File: config.mk
export PLATFORM = sky130hd
export DESIGN_NAME = hazard_ctrl_flat
export DESIGN_NICKNAME = d
export VERILOG_FILES = /design/src/rtl/hazard_ctrl_if.sv /design/src/rtl/hazard_ctrl.sv /design/src/flat_wrapper.sv
export SDC_FILE = /design/constraint.sdc
export NUM_CORES = 1
export LEC_CHECK = 0
export CAP_MARGIN = 30
export CORE_MARGIN = 3
export CORE_UTILIZATION = 55
export DETAILED_ROUTE_END_ITERATION = 8
export DONT_BUFFER_PORTS = 1
export GPL_ROUTABILITY_DRIVEN = 0
export PLACE_DENSITY_LB_ADDON = 0.05
export SLEW_MARGIN = 40
export SYNTH_ARGS = -nofsm -noshare
export SYNTH_HDL_FRONTEND = slang
export SYNTH_SLANG_ARGS = --single-unit
File: constraint.sdc
create_clock -name clk -period 4.7 [get_ports clk]
set_input_delay 0.705 -clock clk [delete_from_list [all_inputs] [get_ports clk]]
set_output_delay 0.705 -clock clk [all_outputs]
set_load 0.02 [all_outputs]
File: src/rtl/hazard_ctrl_if.sv
// Purpose: bundles the hazard controller's pipeline-facing signals (hazard sources in, enables/flushes out).
// Latency: none, signal container only.
// Backpressure: none; the enables carried here are the pipeline's stall mechanism.
//
// Signals:
//   ID_Rs, ID_Rt      source registers of the instruction in ID
//   EX_MemRead, EX_Rd load-in-EX flag and its destination register
//   EX_BranchTaken    branch/jump resolved taken in EX
//   ME_MemReq, dm_ack data-memory access in ME and its completion strobe
//   *_En, *_Flush     pipeline register load enables and bubble inserts
//   mem_err           sticky data-memory timeout flag
//   stall_cnt         saturating count of cycles with PC_En low
interface hazard_ctrl_if;
    logic [4:0]  ID_Rs;
    logic [4:0]  ID_Rt;
    logic        EX_MemRead;
    logic [4:0]  EX_Rd;
    logic        EX_BranchTaken;
    logic        ME_MemReq;
    logic        dm_ack;

    logic        PC_En;
    logic        IFID_En;
    logic        IDEX_En;
    logic        EXME_En;
    logic        MEWB_En;
    logic        IFID_Flush;
    logic        IDEX_Flush;
    logic        mem_err;
    logic [15:0] stall_cnt;

    // slave: the hazard controller itself
    modport slave (
        input  ID_Rs, ID_Rt, EX_MemRead, EX_Rd, EX_BranchTaken, ME_MemReq, dm_ack,
        output PC_En, IFID_En, IDEX_En, EXME_En, MEWB_En, IFID_Flush, IDEX_Flush,
               mem_err, stall_cnt
    );

    // master: the pipeline datapath that supplies hazard sources and obeys the enables
    modport master (
        output ID_Rs, ID_Rt, EX_MemRead, EX_Rd, EX_BranchTaken, ME_MemReq, dm_ack,
        input  PC_En, IFID_En, IDEX_En, EXME_En, MEWB_En, IFID_Flush, IDEX_Flush,
               mem_err, stall_cnt
    );
endinterface

File: src/rtl/hazard_ctrl.sv
// Purpose: pipeline hazard controller -- memory freeze, branch flush, load-use stall, memory timeout.
// Latency: enables/flushes are combinational from state and inputs; mem_err/stall_cnt register at the next edge.
// Backpressure: a pending data-memory access freezes every pipeline stage until dm_ack or timeout.
//
// Ports:
//   clk  pipeline clock
//   rst  synchronous active-high reset
//   hz   hazard_ctrl_if.slave (hazard sources in; enables, flushes, mem_err, stall_cnt out)
module hazard_ctrl #(
    parameter int TIMEOUT = 255
) (
    input  logic          clk,
    input  logic          rst,
    hazard_ctrl_if.slave  hz
);

    localparam logic [7:0] TIMEOUT_C = 8'(TIMEOUT);

    typedef enum logic [1:0] {
        RUN   = 2'd0,
        MWAIT = 2'd1,
        ERR   = 2'd2
    } state_t;

    state_t      state;
    logic [7:0]  wait_cnt;
    logic [15:0] stall_cnt_q;
    logic        mem_err_q;

    logic        freeze;
    logic        load_use;

    logic        pc_en;
    logic        ifid_en;
    logic        idex_en;
    logic        exme_en;
    logic        mewb_en;
    logic        ifid_flush;
    logic        idex_flush;

    // Hazard detection. Register 0 is hardwired zero, so a load targeting it
    // can never produce a value a later instruction depends on.
    always_comb begin
        freeze   = hz.ME_MemReq && !hz.dm_ack;
        load_use = hz.EX_MemRead && (hz.EX_Rd != 5'd0) &&
                   ((hz.EX_Rd == hz.ID_Rs) || (hz.EX_Rd == hz.ID_Rt));
    end

    // Enable/flush decode, in priority order: reset, error, freeze, branch, load-use.
    // MWAIT needs no special case here: once the freeze condition drops, it
    // decodes exactly like RUN, which covers the ack cycle.
    always_comb begin
        pc_en      = 1'b1;
        ifid_en    = 1'b1;
        idex_en    = 1'b1;
        exme_en    = 1'b1;
        mewb_en    = 1'b1;
        ifid_flush = 1'b0;
        idex_flush = 1'b0;

        if (rst || (state == ERR) || freeze) begin
            pc_en   = 1'b0;
            ifid_en = 1'b0;
            idex_en = 1'b0;
            exme_en = 1'b0;
            mewb_en = 1'b0;
        end else if (hz.EX_BranchTaken) begin
            // The taken branch squashes both younger instructions; the
            // load-use stall is moot because the dependent one is discarded.
            ifid_flush = 1'b1;
            idex_flush = 1'b1;
        end else if (load_use) begin
            // Hold PC and IF/ID, push a bubble into ID/EX. The bubble carries
            // EX_MemRead=0, so the stall cannot repeat for the same hazard.
            pc_en      = 1'b0;
            ifid_en    = 1'b0;
            idex_flush = 1'b1;
        end
    end

    // State, wait counter and error flag.
    always_ff @(posedge clk) begin
        if (rst) begin
            state     <= RUN;
            wait_cnt  <= 8'd0;
            mem_err_q <= 1'b0;
        end else begin
            case (state)
                RUN, MWAIT: begin
                    if (freeze) begin
                        // wait_cnt holds the number of freeze cycles already
                        // completed, so this fires on the (TIMEOUT+1)-th one.
                        if (wait_cnt == TIMEOUT_C) begin
                            state     <= ERR;
                            mem_err_q <= 1'b1;
                        end else begin
                            state <= MWAIT;
                        end
                        if (wait_cnt != 8'hFF) begin
                            wait_cnt <= wait_cnt + 8'd1;
                        end
                    end else begin
                        state    <= RUN;
                        wait_cnt <= 8'd0;
                    end
                end
                ERR: begin
                    // Sticky until reset; inputs are ignored.
                    state     <= ERR;
                    mem_err_q <= 1'b1;
                end
                default: begin
                    state    <= RUN;
                    wait_cnt <= 8'd0;
                end
            endcase
        end
    end

    // Stall statistics: every cycle the PC is held, including error cycles.
    always_ff @(posedge clk) begin
        if (rst) begin
            stall_cnt_q <= 16'd0;
        end else if (!pc_en && (stall_cnt_q != 16'hFFFF)) begin
            stall_cnt_q <= stall_cnt_q + 16'd1;
        end
    end

    assign hz.PC_En      = pc_en;
    assign hz.IFID_En    = ifid_en;
    assign hz.IDEX_En    = idex_en;
    assign hz.EXME_En    = exme_en;
    assign hz.MEWB_En    = mewb_en;
    assign hz.IFID_Flush = ifid_flush;
    assign hz.IDEX_Flush = idex_flush;
    assign hz.mem_err    = mem_err_q;
    assign hz.stall_cnt  = stall_cnt_q;

endmodule

File: src/flat_wrapper.sv
// flat-port wrapper written by rule: the top's interface ports become plain ports
module hazard_ctrl_flat 
#(
    parameter int TIMEOUT = 255
)
  (clk, rst, hz_ID_Rs, hz_ID_Rt, hz_EX_MemRead, hz_EX_Rd, hz_EX_BranchTaken, hz_ME_MemReq, hz_dm_ack, hz_PC_En, hz_IFID_En, hz_IDEX_En, hz_EXME_En, hz_MEWB_En, hz_IFID_Flush, hz_IDEX_Flush, hz_mem_err, hz_stall_cnt);
  hazard_ctrl_if hz_i ();
  input  logic clk;
  input  logic rst;
  input wire logic [$bits(hz_i.ID_Rs)-1:0] hz_ID_Rs;
  input wire logic [$bits(hz_i.ID_Rt)-1:0] hz_ID_Rt;
  input wire logic [$bits(hz_i.EX_MemRead)-1:0] hz_EX_MemRead;
  input wire logic [$bits(hz_i.EX_Rd)-1:0] hz_EX_Rd;
  input wire logic [$bits(hz_i.EX_BranchTaken)-1:0] hz_EX_BranchTaken;
  input wire logic [$bits(hz_i.ME_MemReq)-1:0] hz_ME_MemReq;
  input wire logic [$bits(hz_i.dm_ack)-1:0] hz_dm_ack;
  output wire logic [$bits(hz_i.PC_En)-1:0] hz_PC_En;
  output wire logic [$bits(hz_i.IFID_En)-1:0] hz_IFID_En;
  output wire logic [$bits(hz_i.IDEX_En)-1:0] hz_IDEX_En;
  output wire logic [$bits(hz_i.EXME_En)-1:0] hz_EXME_En;
  output wire logic [$bits(hz_i.MEWB_En)-1:0] hz_MEWB_En;
  output wire logic [$bits(hz_i.IFID_Flush)-1:0] hz_IFID_Flush;
  output wire logic [$bits(hz_i.IDEX_Flush)-1:0] hz_IDEX_Flush;
  output wire logic [$bits(hz_i.mem_err)-1:0] hz_mem_err;
  output wire logic [$bits(hz_i.stall_cnt)-1:0] hz_stall_cnt;
  assign hz_i.ID_Rs = hz_ID_Rs;
  assign hz_i.ID_Rt = hz_ID_Rt;
  assign hz_i.EX_MemRead = hz_EX_MemRead;
  assign hz_i.EX_Rd = hz_EX_Rd;
  assign hz_i.EX_BranchTaken = hz_EX_BranchTaken;
  assign hz_i.ME_MemReq = hz_ME_MemReq;
  assign hz_i.dm_ack = hz_dm_ack;
  assign hz_PC_En = hz_i.PC_En;
  assign hz_IFID_En = hz_i.IFID_En;
  assign hz_IDEX_En = hz_i.IDEX_En;
  assign hz_EXME_En = hz_i.EXME_En;
  assign hz_MEWB_En = hz_i.MEWB_En;
  assign hz_IFID_Flush = hz_i.IFID_Flush;
  assign hz_IDEX_Flush = hz_i.IDEX_Flush;
  assign hz_mem_err = hz_i.mem_err;
  assign hz_stall_cnt = hz_i.stall_cnt;
  hazard_ctrl #(.TIMEOUT(TIMEOUT)) u_core (.clk(clk), .rst(rst), .hz(hz_i));
endmodule
[Word level (Yosys, flattened, before mapping)]
Index checks and enable logic that the tools add are counted.
Storage, ports and cells
  flip-flop bits (word level): 27
  output and inout bits: 24
  word-level logic and storage cells: 50
Operators by class
  add/sub/neg operators: 2
  equal/unequal tests: 10
  muxes and demuxes: 18
  bitwise gates (word level): 1
  reduce and logical (&&, ||, !) cells: 15
Operators with widths (number)
  16-bit by 1-bit adder with 16-bit output, second input constant: 1
  8-bit two-way mux: 2
  16-bit != test, second input constant: 1
  8-bit one-hot mux with 2 select lines: 1
  1-bit two-way mux: 11
  5-bit == test: 2
  8-bit by 1-bit adder with 8-bit output, second input constant: 1
  8-bit == test, second input constant: 1
  8-bit != test, second input constant: 1
  5-bit nonzero test: 1
  1-bit logical AND: 4
  2-bit two-way mux: 2
  2-bit by 1-bit != test with 1-bit output, second input constant: 2
  2-bit one-hot mux with 2 select lines: 1
  1-bit logical OR: 3
  3-bit != test, second input constant: 1
  3-bit AND reduction: 1
  2-bit by 1-bit == test with 1-bit output, second input constant: 1
  2-bit == test, second input constant: 1
  1-bit zero test: 2
  2-bit zero test: 1
  1-bit one-hot mux with 2 select lines: 1
  2-bit AND reduction: 1
  2-bit nonzero test: 1
  other kinds (2): 2

[Logic depth before layout (Yosys ltp)]
Gate-level depths: netlist of run 1.
  depth after elaboration: 8
  depth in mapped cells: 8

[Worst setup path before layout of run 1]
No wires, ideal clock.
  kind: input-to-output
  start: input hz_EX_Rd[0]
  end: output hz_PC_En
  arrival time: 2135 ps
  slack: 1860 ps
  stages: 6
  buffers on the path: 3
  path through: or4_1 > o21ai_1 > o31a_1 > buf_2 > buf_2 > buf_4
Between the ends
  longest elaborated chain between the ends: 6
  elaborated cells on any way between the ends: 9
RTL lines
  start, declared: RTL line flat_wrapper.sv:13  | input wire logic [$bits(hz_i.EX_Rd)-1:0] hz_EX_Rd;
  5-bit == test or 5-bit nonzero test (tied branches): RTL line hazard_ctrl.sv:46, hazard_ctrl.sv:45
  1-bit logical OR or 1-bit logical AND (tied branches): RTL line hazard_ctrl.sv:46, hazard_ctrl.sv:45
  1-bit logical AND *: RTL line hazard_ctrl.sv:45  | load_use = hz.EX_MemRead && (hz.EX_Rd != 5'd0) &&
  1-bit two-way mux * (3 in a row)
  end, declared: RTL line flat_wrapper.sv:17  | output wire logic [$bits(hz_i.PC_En)-1:0] hz_PC_En;
Mark *: on every way between the ends. The rest lies on a longest branch, timed or not.

[Worst setup path in the final report of run 1]
Same ends and word-level chain as after synthesis.

==> results of run 1 <==
cells by family after synthesis:
family,Yosys count
buffers and inverters,21
and+or+nand+nor,81
DFF,27
adders and majority gates,2
muxes,2
AOI/OAI and AO/OA,49
xor gates and xnor gates,10
metrics by stage:
step	instances	power (mW)	setup WS (ns)	util, %	instance area, um2
final	212	0.369	2.12	59.9	1540
after global routing	212	0.386	2.04	59.9	1540
after CTS	212	0.373	2.12	59.9	1540
after detailed placement	208	0.277	2.13	58.9	1510
after global placement	208	0.276	2.13	58.8	1510
after floorplan	192	0.277	1.86	-	1530
power by group:
group / switching (mW) / internal [mW]
Clock: 0.0643 / 0.0332
Sequential: 0.00569 / 0.232
Combinational: 0.0208 / 0.0134
Total: 0.0909 / 0.278
final timing paths:
kind,from,to,depth (start not counted)
setup / recovery,hz_EX_Rd[0],hz_PC_En,4
hold / removal,rst,u_core.hz.stall_cnt[3],1
setup reg to reg,u_core.hz.stall_cnt[0],u_core.hz.stall_cnt[5],5
hold reg to reg,u_core.wait_cnt[7],u_core.wait_cnt[7],2
final cells by class:
type	instances	area, um2
flip-flops and latches	27	541
repair buffers	3	22.5
clock buffers	4	26.3
fillers	242	1030
multi-input cells	144	897
well taps	30	37.5
inverters	4	15.0
registers in the layout, summed over array words and instances (netlist names):
signal	count
u_core.hz.stall_cnt	16
u_core.wait_cnt	8
u_core.state	2
u_core.hz.mem_err	1
cells in the final DEF (no fill, tap or decap), types with 4 or more instances in the layout:
master,count
dfxtp_1,27
a21oi_1,21
nor2_1,18
or4_1,11
nand3_1,11
xor2_1,10
o31ai_1,10
o21ai_0,9
and3_1,8
nand2_1,5
inv_1,4
or3_1,4
or3b_2,4
metal layers:
metal  wire (um)  vias up  global-route usage [%]
met4          42        0                    6.47
met1        1350      630                    22.0
met3         182        6                    3.73
met2        1530       40                    31.5
met5           0        -                       0
li1            -      685                       -
synth_stat cells (3+ instances only):
cell type / n
buf_4: 3
nor2_1: 19
or4_1: 11
nand4_1: 3
dfxtp_1: 27
o31ai_1: 10
buf_2: 3
nand3_1: 11
nor2b_1: 3
nor3_1: 3
or3b_2: 4
inv_1: 4
o21ai_0: 9
or3_1: 4
xor2_1: 10
nand2_1: 5
and3_1: 8
clkbuf_1: 11
a21oi_1: 21
worst register-to-register path: cells and delay by family, from the launching register on:
| family | cells | cell delay, ns |
|---|---|---|
| fa+ha+maj | 1 | 0.26 |
| flops | 1 | 0.56 |
| mux | 1 | 0.29 |
| simple gates | 3 | 1.14 |
==> results.json, run 1 <==
{
  "status": "completed",
  "dieArea_mm2": 0.00345,
  "cts_buffer_depth": 2,
  "cts_tree": "done",
  "synth_async_sr_flop_share_pct": 0,
  "hold_viol": 0,
  "wire_per_inst_um": 14.6,
  "cts_buffers": 3,
  "cap_violations": 0,
  "yosys.area_share.simple_pct": 30.6,
  "ir_drop_mv": 0.163,
  "grt_remaining_overflow": 0,
  "core_area_mm2": 0.00257,
  "yosysTopAreaCell": "dfxtp_1",
  "diodes": 0,
  "nets": 206,
  "path_max_fanout": 32,
  "port_buffers": 0,
  "slowest_stage": "or4_1",
  "crit_arrival_ns": 1.87,
  "die_h_um": 58.7,
  "drive_above_1_share_pct": 8.24,
  "drt_iter0_drc": 55,
  "grt_start_max_net_pins": 33,
  "routed_wl_um": 3100,
  "setup_violations": 0,
  "syn-mean-instance-area_um2": 7.96,
  "synth_top_family_by_area": "simple AND/OR/NAND/NOR gates",
  "vias_per_cell": 6.42,
  "yosysUniqueCellTypes": 37,
  "crit_family": "simple AND/OR/NAND/NOR gates",
  "worstSetupPathType": "primary input to primary output",
  "htreeDepth": 1,
  "clock_sinks": 27,
  "synthXorXnorAreaFrac_pct": 5.73,
  "period_needed_ns": 2.58,
  "ys_seq_area_share_pct": 35.4,
  "period_share_pct": 54.8,
  "synth_compound_area_share_pct": 19.1,
  "cts_resized": 0,
  "maxSlewViolCount": 0,
  "syn_area_mm2": 0.00153,
  "dp_hpwl_um": 2210,
  "final_antenna_net_count": 0,
  "fin_skew_ns": 0.00661,
  "rows": 18,
  "critPathCaptureType": "primary output",
  "post_cts_buffers": 0,
  "relSlewSlack_pct": 54.7,
  "crit_buf_inv": 1,
  "slowest_delay_ns": 0.51,
  "cts-root-buf": "clkbuf_4",
  "tns_ns": 0,
  "grt_first_pass_wirelength_um": 5060,
  "grt_usage_pct": 18.2,
  "synth_adder_area_share_pct": 1.64,
  "die_w_um": 58.7,
  "synthDominantCellAreaShare_pct": 35.4,
  "critPathRequiredTime_ns": 3.99,
  "worst_slew_pin_slew_ns": 0.679,
  "yosys-mux-area-fraction_pct": 1.47,
  "first_pass_iters": 4,
  "regToRegSetupSlack_ns": 2.37,
  "fin_hold_ws_ns": 0.435,
  "synth_area_leaders": "dfxtp_1, a21oi_1, xor2_1",
  "grt_setup_unrepaired": "false",
  "ios": 45,
  "path_clk_slew_ns": 0.14,
  "first_global_vias": 1197,
  "power_density_mw_per_mm2": 240,
  "startpoint_type": "primary input",
  "ctsHoldBuffers": 0,
  "synth_edf_count": 0,
  "antenna_found_initial": 0,
  "drc_errors": 0,
  "syn_inst": 192,
  "p_leak_nw": 0.510,
  "clock_latency_ns": 0.32,
  "yosysWarningCount": 0,
  "worstHoldPathType": "primary input to flop",
  "synth_flop_cell": "dfxtp_1",
  "fmax_mhz": 388,
  "start_util_pct": 59.6,
  "syn_nets": 215,
  "vias": 1361,
  "synth-seq-cells": 27,
  "syn_to_final_growth_pct": 0.655,
  "path_cells": "or4_1, o21ai_1, o31a_1, buf_4"
}
Power figures use the tool's default switching activity.
==> run 2: changes to the inputs <==
==> constraint.sdc (replaced) <==
create_clock -name clk -period 2.2 [get_ports clk]
set_input_delay 0.33 -clock clk [delete_from_list [all_inputs] [get_ports clk]]
set_output_delay 0.33 -clock clk [all_outputs]
set_load 0.02 [all_outputs]
==> results.json, run 2 (same netlist as run 1, synthesis figures left out) <==
{
  "fin_skew_ns": 0.00471,
  "total_power_mw": 0.813,
  "status": "completed",
  "clock_latency_ns": 0.33,
  "tns_ns": 0,
  "period_needed_ns": 2.02,
  "critPathCaptureType": "flop",
  "port_buffers": 0,
  "drc_errors": 0,
  "vias_per_cell": 6.16,
  "mostFrequentLayoutCells": "dfxtp_1, a21oi_1, nor2_1, buf_4",
  "diodes": 0,
  "cts_resized": 0,
  "register_area_um2": 541,
  "p_sw_mw": 0.208,
  "pwr-share-seq_pct": 62.2,
  "grt_remaining_overflow": 0,
  "die_h_um": 58.7,
  "path_max_fanout": 9,
  "cap_violations": 0,
  "htreeDepth": 1,
  "ir_drop_mv": 0.551,
  "startpoint_type": "flop",
  "relSlewSlack_pct": 65.9,
  "grt_first_pass_wirelength_um": 5180,
  "syn_to_final_growth_pct": 8.92,
  "ctsHoldBuffers": 0,
  "wire_per_inst_um": 14.6,
  "final_cells": 224,
  "cts_tree": "done",
  "cts_buffers": 3,
  "clock_sinks": 27,
  "first_pass_iters": 4,
  "power_density_mw_per_mm2": 488,
  "dp_hpwl_um": 2340,
  "post-place-cells": 220,
  "maxSlewViolCount": 0,
  "swShare_pct": 25.6,
  "clkPwrFrac_pct": 26.7,
  "multi_input_area_um2": 895,
  "die_w_um": 58.7,
  "grt_setup_unrepaired": "false",
  "routed_wl_um": 3280,
  "period_share_pct": 91.7,
  "rows": 18,
  "vias": 1380,
  "drt_iter0_drc": 78,
  "grt_usage_pct": 18.8,
  "start_util_pct": 59.6,
  "nets": 218,
  "dieArea_mm2": 0.00345,
  "cts_buffer_depth": 2,
  "cts-root-buf": "clkbuf_4",
  "worst_slew_pin_slew_ns": 0.510,
  "nFillCells": 229,
  "drive_above_1_share_pct": 13.9,
  "first_global_vias": 1234,
  "p_leak_nw": 0.587,
  "post_cts_buffers": 0,
  "final_common_cell": "dfxtp_1",
  "fmax_mhz": 496,
  "largest_register_ff_count": 16,
  "final_antenna_net_count": 0,
  "crit_arrival_ns": 2.25,
  "grt_start_max_net_pins": 33,
  "setup_violations": 0,
  "p_int_mw": 0.605,
  "pwr-share-comb_pct": 11.1,
  "critPathRequiredTime_ns": 2.44,
  "worstSetupPathType": "flop to flop",
  "core_area_mm2": 0.00257,
  "antenna_found_initial": 0,
  "worstHoldPathType": "primary input to flop",
  "ios": 45,
  "hold_viol": 0,
  "utilization_pct": 64.9,
  "path_clk_slew_ns": 0.15
}
[run 2: cell count changes in the layout (fill, tap and decap cells not counted), sizes merged]
cell    delta
clkinv     +1
buf       +12
clkbuf     -1
[run 2: layout make-up]
class | instances | area share [%]
well taps | 30 | 2.25
inverters | 4 | 0.902
repair buffers | 15 | 9.02
clock buffers | 3 | 1.35
clock inverters | 1 | 0.301
flip-flops and latches | 27 | 32.5
multi-input cells | 144 | 53.7
[run 2: critical path: stages (launching register included)]
cell	delay (ns)
dfxtp_1	0.34
or3b_1	0.49
o41ai_1	0.46
or2_0	0.38
or3b_2	0.19
a21oi_1	0.06
[run 2: power groups by stage]
stage / Clock (mW) / Combinational, mW / Sequential (mW)
5_1_grt: 0.245 / 0.0995 / 0.507
2_1_floorplan: 0 / 0.0759 / 0.516
4_1_cts: 0.224 / 0.0910 / 0.506
3_5_place_dp: 0 / 0.0903 / 0.517
3_3_place_gp: 0 / 0.0892 / 0.516
6_report: 0.217 / 0.0902 / 0.506
[run 2: final timing paths]
path         cells past startpoint  slack [ns]                from            endpoint
max                              5        0.18     u_core.state[1]  u_core.wait_cnt[3]
min                              1        0.05                 rst  u_core.wait_cnt[5]
max reg2reg                      5        0.18     u_core.state[1]  u_core.wait_cnt[3]
min reg2reg                      2        0.50  u_core.wait_cnt[7]  u_core.wait_cnt[7]
[run 2: per-layer routing]
| layer | vias to the layer above | global-route usage [%] | share of wire [%] | routed length, um |
|---|---|---|---|---|
| met5 | - | 0 | 0 | 0 |
| met4 | 0 | 7.77 | 1.4 | 46 |
| met3 | 5 | 4.17 | 6.9 | 226 |
| met2 | 43 | 31.1 | 48 | 1560 |
| met1 | 627 | 23.6 | 44 | 1440 |
| li1 | 705 | - | - | - |
[run 2: stage by stage]
stage | hold WS [ns] | area [um2] | setup slack, ns
4_1_cts | 0.0335 | 1670 | 0.194
2_1_floorplan | 0.458 | 1530 | 0.110
3_5_place_dp | 0.405 | 1640 | 0.162
6_report | 0.0478 | 1670 | 0.182
5_1_grt | 0.0127 | 1670 | 0.0867
3_3_place_gp | 0.403 | 1640 | 0.235
==> run 3: changes to the inputs <==
--- a/config.mk
+++ b/config.mk
@@ -5,6 +5,7 @@
 export SDC_FILE = /design/constraint.sdc
 export NUM_CORES = 1
 export LEC_CHECK = 0
+export ABC_AREA = 1
 export CAP_MARGIN = 30
 export CORE_MARGIN = 3
 export CORE_UTILIZATION = 55
==> results.json, run 3 <==
{
  "status": "completed",
  "tns_ns": 0,
  "synth.most_common_cell": "nand2_1",
  "drc_errors": 0,
  "cts_buffer_depth": 2,
  "synthDominantCellAreaShare_pct": 32.2,
  "crit_arrival_ns": 1.62,
  "regToRegSetupSlack_ns": 0.47,
  "syn_nets": 283,
  "cts_resized": 0,
  "fin_skew_ns": 0.00818,
  "worstSetupPathType": "flop to primary output",
  "grt_usage_pct": 18.8,
  "path_max_fanout": 28,
  "relSlewSlack_pct": 74.3,
  "ctsHoldBuffers": 0,
  "yosysWarningCount": 0,
  "hold_viol": 0,
  "synth_area_leaders": "dfxtp_1, nand2_1, nor2_1",
  "syn_inst": 260,
  "crit_family": "simple AND/OR/NAND/NOR gates",
  "drt_iter0_drc": 60,
  "slowest_stage": "dfxtp_1",
  "reg2reg_from": "u_core.hz.stall_cnt[2]",
  "clock_sinks": 27,
  "diodes": 0,
  "path_clk_slew_ns": 0.14,
  "crit_buf_inv": 3,
  "synth_edf_count": 0,
  "core_area_mm2": 0.00283,
  "ios": 45,
  "period_needed_ns": 1.95,
  "total_power_mw": 0.883,
  "synth_async_sr_flop_share_pct": 0,
  "vias": 1522,
  "yosysUniqueCellTypes": 32,
  "syn_area_mm2": 0.00168,
  "hold_depth": 1,
  "antenna_found_initial": 0,
  "nFillCells": 300,
  "htreeDepth": 1,
  "clock_latency_ns": 0.33,
  "min-delay-start": "rst",
  "final_antenna_net_count": 0,
  "die_w_um": 61.2,
  "cap_violations": 0,
  "syn-mean-instance-area_um2": 6.45,
  "critPathCaptureType": "primary output",
  "syn_to_final_growth_pct": 6.12,
  "ir_drop_mv": 0.353,
  "period_share_pct": 88.7,
  "rows": 19,
  "p_leak_nw": 0.873,
  "yosysTopAreaCell": "dfxtp_1",
  "die_h_um": 61.2,
  "cts-root-buf": "clkbuf_4",
  "worst_slew_pin_slew_ns": 0.385,
  "mostFrequentLayoutCells": "nand2_1, nor2_1, inv_1, dfxtp_1",
  "reg2regPathDepth": 9,
  "port_buffers": 0,
  "power_density_mw_per_mm2": 496,
  "dp_hpwl_um": 2450,
  "maxSlewViolCount": 0,
  "start_util_pct": 59.3,
  "crit_path_frequent_cell": "inv_1",
  "dieArea_mm2": 0.00375,
  "setup_violations": 0,
  "first_global_vias": 1270,
  "worstReg2RegEnd": "u_core.hz.stall_cnt[11]",
  "critPathRequiredTime_ns": 1.87,
  "largest_register_ff_count": 16,
  "first_pass_iters": 4,
  "worstHoldEndpoint": "u_core.state[1]",
  "ys_seq_area_share_pct": 32.2,
  "grt_setup_unrepaired": "false",
  "worstHoldPathType": "primary input to flop",
  "grt_remaining_overflow": 0,
  "cts_tree": "done",
  "vias_per_cell": 5.06,
  "path_cells": "inv_1, nor2_1, nor3_4, nand2_4, inv_1, buf_4",
  "routed_wl_um": 3220,
  "slowest_delay_ns": 0.32,
  "ys_top_cells_by_count": "nand2_1, nor2_1, inv_1",
  "drive_above_1_share_pct": 11.5,
  "final_common_cell": "nand2_1",
  "synth_flop_cell": "dfxtp_1",
  "cts_buffers": 3,
  "startpoint_type": "flop",
  "grt_start_max_net_pins": 29,
  "fmax_mhz": 512,
  "nets": 294,
  "wire_per_inst_um": 10.7,
  "grt_first_pass_wirelength_um": 5370,
  "post_cts_buffers": 0,
  "synth-seq-cells": 27
}
-- run 3: per-layer routing --
metal | routed length, um | global-route usage, % | share of wire, % | vias to the layer above
met3 | 182 | 4.61 | 5.6 | 7
li1 | - | - | - | 834
met2 | 1400 | 29.9 | 43 | 26
met4 | 50 | 6.81 | 1.6 | 0
met5 | 0 | 0 | 0 | -
met1 | 1590 | 24.8 | 49 | 655
-- run 3: cells by family after synthesis --
group                      count (synthesis)  share of synthesized area, %
buffers and inverters                     44                          11.9
adders and majority gates                  2                          1.49
xor gates and xnor gates                   7                          3.66
and+or+nand+nor                          148                          39.8
AOI/OAI and AO/OA                         32                          11.0
DFF                                       27                          32.2
-- run 3: how the worst max path moves through the flow --
stage / start / endpoint / slack, ns / cells past startpoint
2_1_floorplan: u_core.state[1] / hz_PC_En / 0.39 / 7
3_3_place_gp: u_core.hz.stall_cnt[2] / u_core.hz.stall_cnt[11] / 0.48 / 9
3_5_place_dp: u_core.hz.stall_cnt[2] / u_core.hz.stall_cnt[11] / 0.49 / 9
4_1_cts: u_core.state[1] / hz_PC_En / 0.24 / 6
5_1_grt: u_core.state[1] / hz_IFID_En / 0.09 / 6
6_report: u_core.state[1] / hz_PC_En / 0.25 / 6
-- run 3: through the flow --
stage          setup slack [ns]  util (%)  cells  hold WS [ns]  area [um2]
4_1_cts                   0.237      62.9    301        0.0658        1780
2_1_floorplan             0.387         -    260         0.415        1680
5_1_grt                  0.0895      62.9    301        0.0546        1780
3_3_place_gp              0.484      62.0    297         0.424        1750
3_5_place_dp              0.487      62.0    297         0.426        1750
6_report                  0.248      62.9    301        0.0709        1780
-- run 3: layout make-up --
cell class | instances | area, um2 | share of cell area [%]
inverters | 37 | 139 | 7.81
repair buffers | 13 | 97.6 | 5.49
flip-flops and latches | 27 | 541 | 30.4
well taps | 31 | 38.8 | 2.18
clock buffers | 4 | 26.3 | 1.48
multi-input cells | 189 | 937 | 52.7
-- run 3: where the power goes --
group	leakage [nW]	switching [mW]	internal (mW)
combinational	0.638	0.0845	0.0544
sequential	0.219	0.0224	0.503
clock	0.0150	0.148	0.0711
